### src/rtl/sig_bist_checker_pkg.sv
// Purpose: shared constants and the signature step for the signature BIST checker.
// Latency: none (declarations and a pure function only).
// Backpressure: none.
package sig_bist_checker_pkg;

    localparam int SIG_W  = 16;
    localparam int DATA_W = 8;

    // FSM encoding, kept as plain constants so older tools see a 2-bit vector.
    localparam logic [1:0] ST_IDLE  = 2'd0;
    localparam logic [1:0] ST_RUN   = 2'd1;
    localparam logic [1:0] ST_DRAIN = 2'd2;
    localparam logic [1:0] ST_DONE  = 2'd3;

    // Final stimulus value; issued but never sampled.
    localparam logic [DATA_W-1:0] STIM_LAST = 8'hFF;

    // One compaction step: scramble the response with the seed, add it into
    // the low byte (carry dropped), then rotate left by one.
    function automatic logic [SIG_W-1:0] sig_step(
        input logic [SIG_W-1:0]  acc,
        input logic [DATA_W-1:0] seed,
        input logic [DATA_W-1:0] resp
    );
        logic [DATA_W-1:0] scr;
        logic [DATA_W-1:0] sum;
        scr = seed ^ resp;
        sum = acc[7:0] + scr;
        return {acc[14:8], sum, acc[15]};
    endfunction

endpackage

### src/rtl/sig_bist_checker_compactor.sv
// Purpose: 16-bit seed-scrambled add-and-rotate response compactor.
// Latency: one cycle from en=1 to the updated signature.
// Backpressure: none; every enabled cycle consumes one response.
module sig_compactor
    import sig_bist_checker_pkg::*;
(
    input  logic              clk,
    input  logic              clear_n,
    input  logic              init,
    input  logic              en,
    input  logic [DATA_W-1:0] seed,
    input  logic [DATA_W-1:0] resp,
    output logic [SIG_W-1:0]  sig
);

    logic [SIG_W-1:0] r_acc;

    // Accumulator: init wins over en so a relaunch always starts from zero.
    always_ff @(posedge clk or negedge clear_n) begin
        if (!clear_n) begin
            r_acc <= '0;
        end else if (init) begin
            r_acc <= '0;
        end else if (en) begin
            r_acc <= sig_step(r_acc, seed, resp);
        end
    end

    assign sig = r_acc;

endmodule

### config.mk
export PLATFORM = sky130hd
export DESIGN_NAME = sig_compactor
export DESIGN_NICKNAME = d
export VERILOG_FILES = /design/src/rtl/sig_bist_checker_pkg.sv /design/src/rtl/sig_bist_checker_compactor.sv
export SDC_FILE = /design/constraint.sdc
export NUM_CORES = 1
export LEC_CHECK = 0
export CAP_MARGIN = 20
export CORE_AREA = 10 10 64 55
export CTS_CLUSTER_DIAMETER = 100
export DETAILED_ROUTE_END_ITERATION = 10
export DIE_AREA = 0 0 74 65
export PLACE_DENSITY = 0.88
export SETUP_SLACK_MARGIN = 0.4
export SLEW_MARGIN = 20
export SYNTH_ARGS = -nofsm -noshare
export SYNTH_HDL_FRONTEND = slang
export SYNTH_SLANG_ARGS = --single-unit
### constraint.sdc
create_clock -name clk -period 3.4 [get_ports clk]
set_clock_uncertainty 0.05 [all_clocks]
set_input_delay 0.34 -clock clk [delete_from_list [all_inputs] [get_ports clk]]
set_output_delay 0.34 -clock clk [all_outputs]
set_load 0.01 [all_outputs]
==> results by group, run 1 <==
Status
  • Status: completed

Power and ir drop
  • Comb power frac: 0.333
  • Clock share of power: 0.253
  • Switching fraction of total power: 0.305
  • Int Pwr: 363 µW
  • Seq pwr share: 0.415
  • VDD IR-drop max: 0.266 mV
  • Pwr/cell area: 358 mW/mm²
  • Net Switching: 159 µW
  • Leakage: 0.000663 µW

Logic synthesis
  • Seq/Total Area, Yosys: 0.380
  • Syn avg cell area: 10.0 µm²
  • Post-synthesis instance total: 105
  • Mapped cell area: 0.00105 mm²
  • Warnings from Yosys: 0
  • Post-synth net total: 134
  • Post-synth cell types: 32
  • Seq cells post-synth: 16

Drt
  • Drt drc: 0
  • Routed len/inst: 16.0 µm
  • DR vias: 911
  • Drt pass-1 iters: 4
  • WL final: 2690 µm
  • DR vias/cell: 5.42
  • Initial DRC Count: 24
  • Final ANT Viol Nets: 0

STA
  • Fin Setup TNS: 0 ns
  • Unrepaired setup endpoints after global routing: false
  • Fin crit share: 0.628
  • Fin. max-slew vios: 0
  • Max transition margin: 0.518
  • Worst Setup Slack, final: 1.26 ns
  • Final setup viols: 0
  • Number of hold violations in the final report: 0
  • Minimum clock period: 2.14 ns
  • Worst-Margin Slew: 0.721 ns
  • Max Freq: 468 MHz

Cells and area
  • Final nets: 171
  • Area of the multi-input gates: 613 µm²
  • Inserted Diodes: 0
  • P&R area growth vs syn: 38.8%
  • Utilization after layout: 0.623
  • Fillers: 218
  • Final cell count without fillers: 168
  • Most common cell after layout, fill and taps aside: clkdlybuf4s50_1
  • Register Area: 400 µm²
  • Largest register FFs: 16
  • Most frequent cells in the layout: clkdlybuf4s50_1, dfrtp_1, nor2_1, mux2i_1, ha_1
  • Layout cells sized above 1: 0.0496

Critical path
  • Crit start category: primary input
  • Worst reg2reg path startpoint: sig[0]
  • CP Cell Sequence: clkdlybuf4s50_1 > xor2_1 > ha_1 > inv_1 > fa_1 > nor2b_1 > o21a_1 > o21ai_0 > a32o_1
  • End of the critical path: sig[5]
  • Reg-to-reg setup timing slack: 1.51 ns
  • CP top delay family: adder cells
  • Worst Reg-to-Reg Cells: 7
  • CP Depth: 9
  • CP Launch Point: seed[0]
  • Critical Path AT: 2.28 ns
  • WP buf/inv: 2
  • R2R Path End: sig[5]
  • CP Capture Type: flop
  • Req. time, crit path: 3.55 ns
  • Critical setup path kind: primary input to flop
  • Max incr delay on CP: 0.48 ns
  • CP max FO: 4
  • Slowest cell on crit path: clkdlybuf4s50_1

Global route
  • GRT Residual Overflow: 0
  • First-pass GRT wire length: 4550 µm
  • Antenna violations before repair: 0
  • Largest net degree at the start of global routing: 21
  • GRT Total Usage: 0.118
  • Vias in the first global route: 989

Floorplan
  • Die ar.: 0.00481 mm²
  • Die height: 65 µm
  • Row Count: 16
  • # IOs: 36
  • Die Span X: 74 µm
  • Initial Utilization: 0.449
  • Total core area: 0.00234 mm²

CTS
  • CTS tree: built
  • Cts bufs inserted: 3
  • CTS sink count: 16
  • Post-cts gate resize count: 0
  • Skew-Pair Late Insertion Delay: 0.30 ns
  • Clock transition at the registers of the reported paths: 0.10 ns
  • Maximum clock insertion buffer count: 2
  • H-tree depth: 1
  • Root Driver: clkbuf_4
  • CTS Hold Bufs: 0
  • Postcts setup bufs: 0

Placed design
  • RD Place Congestion: 0.857
  • Hpwl dp: 2170 µm
  • Pre-CTS WS: 0.967 ns
  • Port Buf Inserts: 35
  • Placed insts: 164

Hold path
  • HP Class: primary input to asynchronous set/reset pin

Job
  • Number of max-cap violations: 0
-- worst min path at each step --
| stage | end | slack (ns) |
|---|---|---|
| 3_3_place_gp | sig[5] | 0.46 |
| 5_1_grt | sig[13] | 0.47 |
| 3_5_place_dp | sig[5] | 0.49 |
| 2_1_floorplan | sig[0] | -0.006 |
| 6_report | sig[13] | 0.41 |
| 4_1_cts | sig[0] | 0.45 |
-- cell usage after synthesis --
cell type / instances / area, µm²
nand4bb_1: 1 / 11.3
a32o_1: 1 / 10.0
and3_1: 1 / 6.26
a31oi_1: 1 / 6.26
nand2_1: 4 / 15.0
xor3_1: 1 / 23.8
ha_1: 8 / 100
clkbuf_1: 2 / 7.51
nand2b_1: 1 / 6.26
nor3b_1: 1 / 7.51
mux2i_1: 11 / 110
buf_2: 1 / 5.00
or3b_2: 1 / 8.76
xnor2_1: 1 / 8.76
dfrtp_1: 16 / 400
or2_2: 1 / 6.26
nor2b_1: 3 / 18.8
inv_1: 5 / 18.8
o311ai_0: 2 / 17.5
or3_1: 1 / 6.26
o21a_1: 3 / 22.5
fa_1: 1 / 20.0
o21ai_0: 4 / 20.0
a211oi_1: 1 / 7.51
buf_4: 1 / 7.51
a21oi_1: 6 / 30.0
nand3_1: 1 / 5.00
xor2_1: 7 / 61.3
o2111ai_1: 1 / 8.76
nand3b_1: 1 / 7.51
o211ai_1: 2 / 15.0
nor2_1: 14 / 52.6
-- cell families (layout without fill, tap and decap cells) --
group | after synthesis | after routing | share of synthesized area
AO/OA/AOI/OAI | 21 | 21 | 0.131
XOR/XNOR | 9 | 9 | 0.0892
adder cells (fa/ha/maj) | 9 | 9 | 0.114
buffers and inverters | 9 | 45 | 0.0369
flip-flops | 16 | 16 | 0.380
multiplexers | 11 | 11 | 0.105
AND/OR/NAND/NOR | 30 | 30 | 0.144
-- layout make-up --
type                    instances  share of cell area
multi-input cells              80               0.420
flip-flops and latches         16               0.274
repair buffers                 36               0.245
clock buffers                   4              0.0249
well taps                      27              0.0231
inverters                       5              0.0129
-- layer usage --
| metal | part of all wire | global-route usage |
|---|---|---|
| met4 | 0.012 | 0.0349 |
| met5 | 0 | 0 |
| met2 | 0.48 | 0.199 |
| met1 | 0.37 | 0.118 |
| met3 | 0.14 | 0.0731 |
-- worst reg2reg max path, stage by stage, from the launching register on --
cell     delay, ns
dfrtp_1       0.41
ha_1          0.23
inv_1         0.07
fa_1          0.21
nor2b_1       0.06
o21a_1        0.20
or3_1         0.31
a32o_1        0.26
-- per-stage QoR --
stage | hold WS (ns) | total power (µW) | cell area [µm²]
after floorplan | -0.00559 | 317 | 1050
after global placement | 0.464 | 389 | 1420
after detailed placement | 0.494 | 394 | 1420
after CTS | 0.448 | 529 | 1460
after global routing | 0.473 | 555 | 1460
final | 0.411 | 522 | 1460
-- power groups by stage --
| stage | clock network [µW] | registers [µW] | logic [µW] |
|---|---|---|---|
| global route | 144 | 219 | 192 |
| detailed placement | 0 | 220 | 174 |
| CTS | 137 | 216 | 175 |
| finish | 132 | 217 | 174 |
| global placement | 0 | 219 | 170 |
| floorplan | 0 | 225 | 92.5 |
Power figures use the tool's default switching activity.
==> inputs of run 2 (changes only) <==
--- a/config.mk
+++ b/config.mk
@@ -6,11 +6,11 @@
 export NUM_CORES = 1
 export LEC_CHECK = 0
 export CAP_MARGIN = 20
-export CORE_AREA = 10 10 64 55
+export CORE_AREA = 10 10 69 59
 export CTS_CLUSTER_DIAMETER = 100
 export DETAILED_ROUTE_END_ITERATION = 10
-export DIE_AREA = 0 0 74 65
-export PLACE_DENSITY = 0.88
+export DIE_AREA = 0 0 79 69
+export PLACE_DENSITY = 0.79
 export SETUP_SLACK_MARGIN = 0.4
 export SLEW_MARGIN = 20
 export SYNTH_ARGS = -nofsm -noshare
==> constraint.sdc (replaced) <==
create_clock -name clk -period 1.8 [get_ports clk]
set_clock_uncertainty 0.05 [all_clocks]
set_input_delay 0.18 -clock clk [delete_from_list [all_inputs] [get_ports clk]]
set_output_delay 0.18 -clock clk [all_outputs]
set_load 0.01 [all_outputs]
==> run 2 against run 1 <==
Net effect: the run now ends with negative setup slack left; clock power up 95%; routed wire length up 29%; sequential share of layout area down 4.7 points; total power up 120%; count of clock-buffer cells in the layout unchanged; die area up 13%; first-iteration DRC count rose to 2.8 times the previous value; global-route usage up 1.1 points; register-to-register slack worse by 1.6 ns; via count up 15%; combinational power rose to 2.8 times the previous value; critical path type is now flop to flop; critical endpoint unchanged; largest cell class unchanged.
==> results by group, run 2 (synthesized netlist as in run 1, its figures left out) <==
Status
  • Failing checks: negative setup slack
  • Status: finished, violations left

STA
  • Max transition margin: 0.788 (+0.270)
  • Number of hold violations in the final report: 0 (unchanged)
  • Unrepaired setup endpoints after global routing: true
  • WHS: 0.119 ns (-0.293 ns)
  • Final setup viols: 1 (+1)
  • Fin. max-slew vios: 0 (unchanged)
  • Fin crit share: 1.03
  • Max Freq: 541 MHz
  • Worst-Margin Slew: 0.318 ns (-0.403 ns)
  • Minimum clock period: 1.85 ns
  • Worst Setup Slack, final: -0.0471 ns (-1.31 ns)

Cells and area
  • Most frequent cells in the layout: buf_4, dlygate4sd2_1, dfrtp_1, nor2_1
  • Utilization after layout: 0.646 (+0.0227)
  • Layout cells sized above 1: 0.305 (+0.256)
  • Largest register FFs: 16 (unchanged)
  • Most common cell after layout, fill and taps aside: buf_4
  • Final nets: 197 (+15%)
  • P&R area growth vs syn: 67.2%

Floorplan
  • Row Count: 17 (+1)
  • # IOs: 36 (unchanged)
  • Die height: 69 µm (+6.2%)
  • Total core area: 0.00272 mm² (+16%)
  • Initial Utilization: 0.386 (-0.0628)
  • Die ar.: 0.00545 mm² (+13%)
  • Die Span X: 79 µm (+6.8%)

CTS
  • CTS tree: built
  • Cts bufs inserted: 3 (unchanged)
  • CTS Hold Bufs: 0 (unchanged)
  • CTS sink count: 16 (unchanged)
  • Root Driver: clkbuf_4
  • Skew-Pair Late Insertion Delay: 0.31 ns (about the same)
  • Clock transition at the registers of the reported paths: 0.11 ns (about the same)
  • H-tree depth: 1 (unchanged)
  • Maximum clock insertion buffer count: 2 (unchanged)

Drt
  • Routed len/inst: 16.9 µm (+5.1%)
  • Drt drc: 0 (unchanged)
  • Final ANT Viol Nets: 0 (unchanged)
  • DR vias/cell: 5.10 (-5.9%)
  • Drt pass-1 iters: 4 (unchanged)
  • DR vias: 1051 (+15%)
  • WL final: 3470 µm (+29%)
  • Initial DRC Count: 66 (+180%)

Placed design
  • Hpwl dp: 2340 µm (+8.2%)
  • RD Place Congestion: 0.792 (-7.5%)
  • Port Buf Inserts: 35 (unchanged)

Global route
  • Largest net degree at the start of global routing: 17 (-19%)
  • Vias in the first global route: 1197 (+21%)
  • Antenna violations before repair: 1 (+1)
  • First-pass GRT wire length: 5870 µm (+29%)
  • GRT Total Usage: 0.129 (+0.0105)
  • GRT Residual Overflow: 0 (unchanged)

Power and ir drop
  • Leakage: 0.000891 µW (+34%)
  • VDD IR-drop max: 0.355 mV (+34%)
  • Final Power: 1150 µW (+120%)
  • Pwr/cell area: 653 mW/mm² (+82%)

Critical path
  • Crit start category: flop
  • Req. time, crit path: 1.96 ns (-1.59 ns)
  • Critical Path AT: 2.01 ns (-0.27 ns)
  • CP max FO: 3 (-1)
  • Critical setup path kind: flop to flop
  • CP Capture Type: flop

Job
  • Number of max-cap violations: 0 (unchanged)

Hold path
  • HP Class: primary input to asynchronous set/reset pin
-- run 2: changes by cell type in the layout (fill, tap and decap cells not counted), moves of 3 or more --
cell,before,now
dlygate4sd2_1,0,20
buf_6,0,7
clkdlybuf4s50_1,35,11
buf_4,1,21
o21ai_0,4,0
o21ai_1,0,3
ha_4,0,3
a21oi_1,6,3
ha_1,8,4
-- run 2: metrics by stage --
stage | setup WS [ns] | instances | instance area (µm²) | TNS [ns]
after global placement | -0.368 | 192 | 1570 | -1.47
after detailed placement | -0.427 | 192 | 1570 | -1.79
after CTS | -0.0534 | 202 | 1690 | -0.0534
final | -0.0471 | 206 | 1760 | -0.0471
after global routing | -0.128 | 206 | 1760 | -0.248
after floorplan | 0.0274 | 105 | 1060 | 0
-- run 2: worst max-delay path, stage by stage, from the launching register on --
cell     delay (ns)
dfrtp_1        0.45
buf_6          0.14
buf_6          0.11
ha_4           0.16
o21a_1         0.21
or3_1          0.34
a32o_2         0.29
-- run 2: timing repair --
| item | 4_1_cts | 5_1_grt |
|---|---|---|
| setup buffers | 6 | 3 |
| setup endpoints to repair | 23 | 9 |
| pin swaps | 23 | 7 |
| gates resized for setup | 48 | 11 |
-- run 2: layout make-up --
cell class | count | area [µm²]
multi-input cells | 80 | 704
flip-flops and latches | 16 | 400
inverters | 5 | 18.8
repair buffers | 62 | 549
diodes | 1 | 2.50
fillers | 243 | 963
well taps | 38 | 47.5
clock buffers | 4 | 36.3
-- run 2: path summary, 6_finish.rpt --
path                              start  endpoint  slack, ns  cells past startpoint
worst max-delay path             sig[2]    sig[5]      -0.05                      6
worst min-delay path            clear_n    sig[6]       0.12                      2
worst max register to register   sig[2]    sig[5]      -0.05                      6
worst min register to register   sig[4]    sig[4]       0.51                      2
max in group asynchronous       clear_n    sig[0]       1.39                      2
min in group clk                seed[0]    sig[1]       0.50                      5
-- run 2: routing by layer --
layer | vias to the layer above | wire length (µm) | track usage
met1 | 511 | 1330 | 0.145
met2 | 41 | 1740 | 0.217
met5 | - | 0 | 0
met4 | 0 | 68 | 0.0296
li1 | 493 | - | -
met3 | 6 | 342 | 0.0556
-- run 2: power by group --
part | internal (µW) | total (µW) | switching, µW
combinational | 263 | 483 | 220
clock | 124 | 257 | 133
sequential | 385 | 408 | 22.8
total | 772 | 1150 | 376
==> inputs of run 3 (changes only) <==
--- a/config.mk
+++ b/config.mk
@@ -12,6 +12,7 @@
 export DIE_AREA = 0 0 79 69
 export PLACE_DENSITY = 0.79
 export SETUP_SLACK_MARGIN = 0.4
+export SKIP_CTS_REPAIR_TIMING = 1
 export SLEW_MARGIN = 20
 export SYNTH_ARGS = -nofsm -noshare
 export SYNTH_HDL_FRONTEND = slang
==> run 3 against run 2 <==
Net effect: the run still ends with negative setup slack left; global-route usage is 1.7 points lower; setup slack worse by 0.12 ns; combinational power is 5.2% higher; largest cell class unchanged; clock power is 2% lower; sequential cell count stayed put; sequential share of layout area is 0.98 points lower; via count is 2.1% lower; critical endpoint unchanged; total power is 1.5% higher; final cell count is 1.5% lower; register-to-register slack worse by 0.12 ns; first-iteration DRC count is 20% lower; die area stayed put.
==> results by group, run 3 (synthesized netlist as in run 1, its figures left out) <==
STA
  • Minimum clock period: 1.97 ns (+0.125 ns)
  • Unrepaired setup endpoints after global routing: true
  • Final setup viols: 2 (+1)
  • WHS: 0.129 ns (+0.0100 ns)
  • Worst-Margin Slew: 0.262 ns (-0.0554 ns)
  • Fin. max-slew vios: 0 (unchanged)
  • Number of hold violations in the final report: 0 (unchanged)
  • Worst Setup Slack, final: -0.172 ns (-0.125 ns)
  • Max transition margin: 0.825 (+0.0370)
  • Max Freq: 507 MHz (-6.3%)
  • Fin crit share: 1.10 (+0.0693)

CTS
  • CTS tree: built
  • Clock transition at the registers of the reported paths: 0.10 ns (about the same)
  • Root Driver: clkbuf_4
  • Cts bufs inserted: 3 (unchanged)
  • Maximum clock insertion buffer count: 2 (unchanged)
  • Skew-Pair Late Insertion Delay: 0.30 ns (about the same)
  • CTS sink count: 16 (unchanged)
  • H-tree depth: 1 (unchanged)

Critical path
  • Req. time, crit path: 1.95 ns (about the same)
  • Crit start category: flop
  • CP max FO: 2 (-1)
  • CP Capture Type: flop
  • End of the critical path: sig[5]
  • Critical setup path kind: flop to flop
  • Worst reg2reg path startpoint: sig[2]
  • CP Launch Point: sig[2]
  • R2R Path End: sig[5]
  • Reg-to-reg setup timing slack: -0.17 ns (-0.12 ns)
  • Worst Reg-to-Reg Cells: 5 (-1)
  • Critical Path AT: 2.12 ns (+0.11 ns)

Global route
  • GRT Residual Overflow: 0 (unchanged)
  • GRT Total Usage: 0.111 (-0.0172)
  • Antenna violations before repair: 0 (-1)
  • Largest net degree at the start of global routing: 17 (unchanged)
  • Vias in the first global route: 1079 (-9.9%)
  • First-pass GRT wire length: 5150 µm (-12%)

Drt
  • DR vias: 1029 (-2.1%)
  • WL final: 3430 µm (-1.3%)
  • Drt drc: 0 (unchanged)
  • Routed len/inst: 16.9 µm (+0.19%)
  • Final ANT Viol Nets: 0 (unchanged)
  • DR vias/cell: 5.07 (-0.65%)
  • Drt pass-1 iters: 4 (unchanged)
  • Initial DRC Count: 53 (-20%)

Placed design
  • RD Place Congestion: 0.792 (unchanged)
  • Port Buf Inserts: 35 (unchanged)
  • Pre-CTS WS: -0.427 ns (unchanged)
  • Placed insts: 192 (unchanged)
  • Hpwl dp: 2340 µm (unchanged)

Floorplan
  • # IOs: 36 (unchanged)
  • Die ar.: 0.00545 mm² (unchanged)
  • Row Count: 17 (unchanged)
  • Total core area: 0.00272 mm² (unchanged)
  • Die Span X: 79 µm (unchanged)
  • Initial Utilization: 0.386 (unchanged)
  • Die height: 69 µm (unchanged)

Cells and area
  • Final nets: 195 (-1.0%)
  • P&R area growth vs syn: 74.7%
  • Most frequent cells in the layout: dlymetal6s2s_1, buf_4, dfrtp_1, nor2_1, clkdlybuf4s50_1
  • Layout cells sized above 1: 0.297 (-0.00842)
  • Utilization after layout: 0.675 (+0.0290)
  • Final cell count without fillers: 203 (-1.5%)
  • Largest register FFs: 16 (unchanged)
  • Most common cell after layout, fill and taps aside: dlymetal6s2s_1
  • Inserted Diodes: 0 (-1)

Power and ir drop
  • VDD IR-drop max: 0.357 mV (+0.68%)
  • Leakage: 0.00114 µW (+28%)
  • Final Power: 1170 µW (+1.5%)
  • Pwr/cell area: 634 mW/mm² (-2.9%)

Status
  • Failing checks: negative setup slack
  • Status: finished, violations left

Job
  • Number of max-cap violations: 0 (unchanged)

Hold path
  • HP Class: primary input to asynchronous set/reset pin
run 3: where the power goes:
part | total (µW) | switching [µW] | internal (µW)
sequential | 406 | 21.0 | 385
combinational | 508 | 232 | 276
clock | 251 | 127 | 124
run 3: cell type report:
type	count	area (µm²)
Fill cell	230	885
Multi-Input combinational cell	80	721
Timing Repair Buffer	60	614
Sequential cell	16	400
Tap cell	38	47.5
Clock buffer	4	36.3
Inverter	5	18.8
run 3: per-stage QoR:
step	TNS [ns]	cell area (µm²)
after floorplan	0	1060
after global placement	-1.47	1570
after detailed placement	-1.79	1570
after CTS	-0.103	1610
after global routing	-0.401	1840
final	-0.242	1840
run 3: worst min path at each step:
stage	end	slack [ns]	cells after the start
final	sig[12]	0.13	2
after floorplan	sig[0]	-0.17	0
after detailed placement	sig[9]	0.47	2
after CTS	sig[12]	0.14	2
after global placement	sig[10]	0.47	2
after global routing	sig[6]	0.16	2
run 3: layer usage:
layer / vias up / wire (µm) / GRT usage
met5: - / 0 / 0
met4: 0 / 41 / 0.0197
met3: 6 / 306 / 0.0607
met2: 39 / 1680 / 0.169
met1: 497 / 1400 / 0.136
li1: 487 / - / -
run 3: worst max-delay path, cell delays in order (launching register included):
cell     delay, ns
dfrtp_1       0.43
ha_1          0.36
nor2b_4       0.15
o21a_1        0.22
or3_1         0.38
a32o_2        0.28
==> edit 1: new RTL, settings of run 2 <==
Register the input `seed` before use. The logic sees it one clock later. The other inputs are not delayed to match.
--- a/src/rtl/sig_bist_checker_compactor.sv
+++ b/src/rtl/sig_bist_checker_compactor.sv
@@ -15,2 +15,8 @@
 
+    logic [DATA_W-1:0] seed_q;
+
+    always_ff @(posedge clk) begin
+        seed_q <= seed;
+    end
+
     logic [SIG_W-1:0] r_acc;
@@ -24,3 +30,3 @@
         end else if (en) begin
-            r_acc <= sig_step(r_acc, seed, resp);
+            r_acc <= sig_step(r_acc, seed_q, resp);
         end
Behaviour: not the same (a bounded check fails within 4 cycles, from zero or initial values).
==> edit 1 against run 2 <==
  * The run still ends with setup timing left
  * Design area grew 3.6%
  * Combinational power is 13% lower
  * Utilization rose by 2.3 points
  * Total power rose by 10%
  * Die area stayed put
  * Wire length down 7.0%
  * Via count up 1.1%
  * Synthesized cell count grew 7.6%
  * Cell count unchanged
  * Sequential power rose by 46%
  * Sequential cell count rose by 8
  * Worst setup slack got worse by 0.13 ns
  * Global-route usage fell by 1.6 points
  * Synthesized area increased by 15%
  * Critical endpoint unchanged
==> edit 1: results (changes against run 2) <==
----------------------------------------------------
[Power and ir drop]
  Max rail drop VDD ... 0.000521 V (was 0.000355 V)
  Sequential power ... 0.000596 W (was 0.000408 W)
  Switching portion of total power ... 0.303 (was 0.327)

[Global route]
  Met1 demand-to-capacity share in global routing ... 0.129 (was 0.145)
  Antenna violations before repair ... 0 (was 1)
  GR Layer Usage met2 ... 0.185 (was 0.217)
  Wire length of the first global-routing pass ... 5070 um (was 5870 um)

[Final layout]
  Multi-input gate share of the layout cell area ... 0.374 (was 0.400)
  Proportion of layout cells with a drive suffix above 1 ... 0.250 (was 0.305)
  Clock network area share ... 0.0144 (was 0.0206)
  Sequential cell area ... 563 um^2 (was 400 um^2)

[Drt]
  First DRT Iteration DRCs ... 46 (was 66)
  Metal3 WL ... 224 um (was 342 um)
  Wire length on met1 ... 1300 um (was 1330 um)
  Average detailed-routed wire length per instance ... 15.7 um (was 16.9 um)
  Post-detailed-routing wire length ... 3230 um (was 3470 um)

[STA]
  Worst Slack Setup Final ... -0.173 ns (was -0.0471 ns)
  Final setup violation count ... 2 (was 1)

[Synthesis]
  Synth unique cells ... 33 (was 32)
  Compound-Gate Fraction of Synth Area ... 0.114 (was 0.131)
  Synth Net Count ... 142 (was 134)
  Async S/R FF share, synth ... 0.667 (was 1.00)
  Sequential area share after synthesis ... 0.462 (was 0.380)
  Fraction of synthesized area in multiplexers ... 0.0908 (was 0.105)
  Cell count after synthesis ... 113 (was 105)
  Adder-cell share of the synthesized area ... 0.0991 (was 0.114)

[Critical path]
  CP max FO ... 4 (was 3)
  Crit-path slowest cell ... clkdlybuf4s50_1 (was dfrtp_1)

[Run status]
  Result of the run ... complete, but fails checks (unchanged)
  Violations in the final reports ... setup timing (unchanged)

[Placement]
  Final HPWL from detailed placement ... 2290 um (was 2340 um)
  Weighted congestion reported at the end of routability-driven placement ... 0.812 (was 0.792)
  Worst setup timing slack at the placement stage ... -0.413 ns (was -0.427 ns)
  Placed Instance Area ... 1720 um^2 (was 1570 um^2)

----------------------------------------------------
## edit 1: cell types whose count changed after synthesis
cell     before  now
dfxtp_1       0    8
## edit 1: path summary, 6_finish.rpt
path	from	to	slack, ns	depth (start not counted)
setup / recovery	resp[2]	sig[5]	-0.17	7
hold / removal	clear_n	sig[13]	0.11	2
setup reg to reg	seed_q[2]	sig[5]	-0.14	6
hold reg to reg	sig[6]	sig[6]	0.48	2
max in group asynchronous	clear_n	sig[2]	1.39	2
min in group clk	seed[6]	seed_q[6]	0.23	1
## edit 1: stage by stage
stage | utilization | TNS (ns) | total power, W
after floorplan | - | 0 | 0.000804
after global placement | 0.632 | -1.45 | 0.000985
after detailed placement | 0.632 | -1.71 | 0.000997
after CTS | 0.646 | -0.0789 | 0.00125
after global routing | 0.670 | -0.335 | 0.00135
final | 0.670 | -0.200 | 0.00127
## edit 1: repair_timing
item	in CTS	in global routing
setup endpoints to repair	23	10
setup buffers	3	2
pin swaps	1	12
resized for setup	16	16
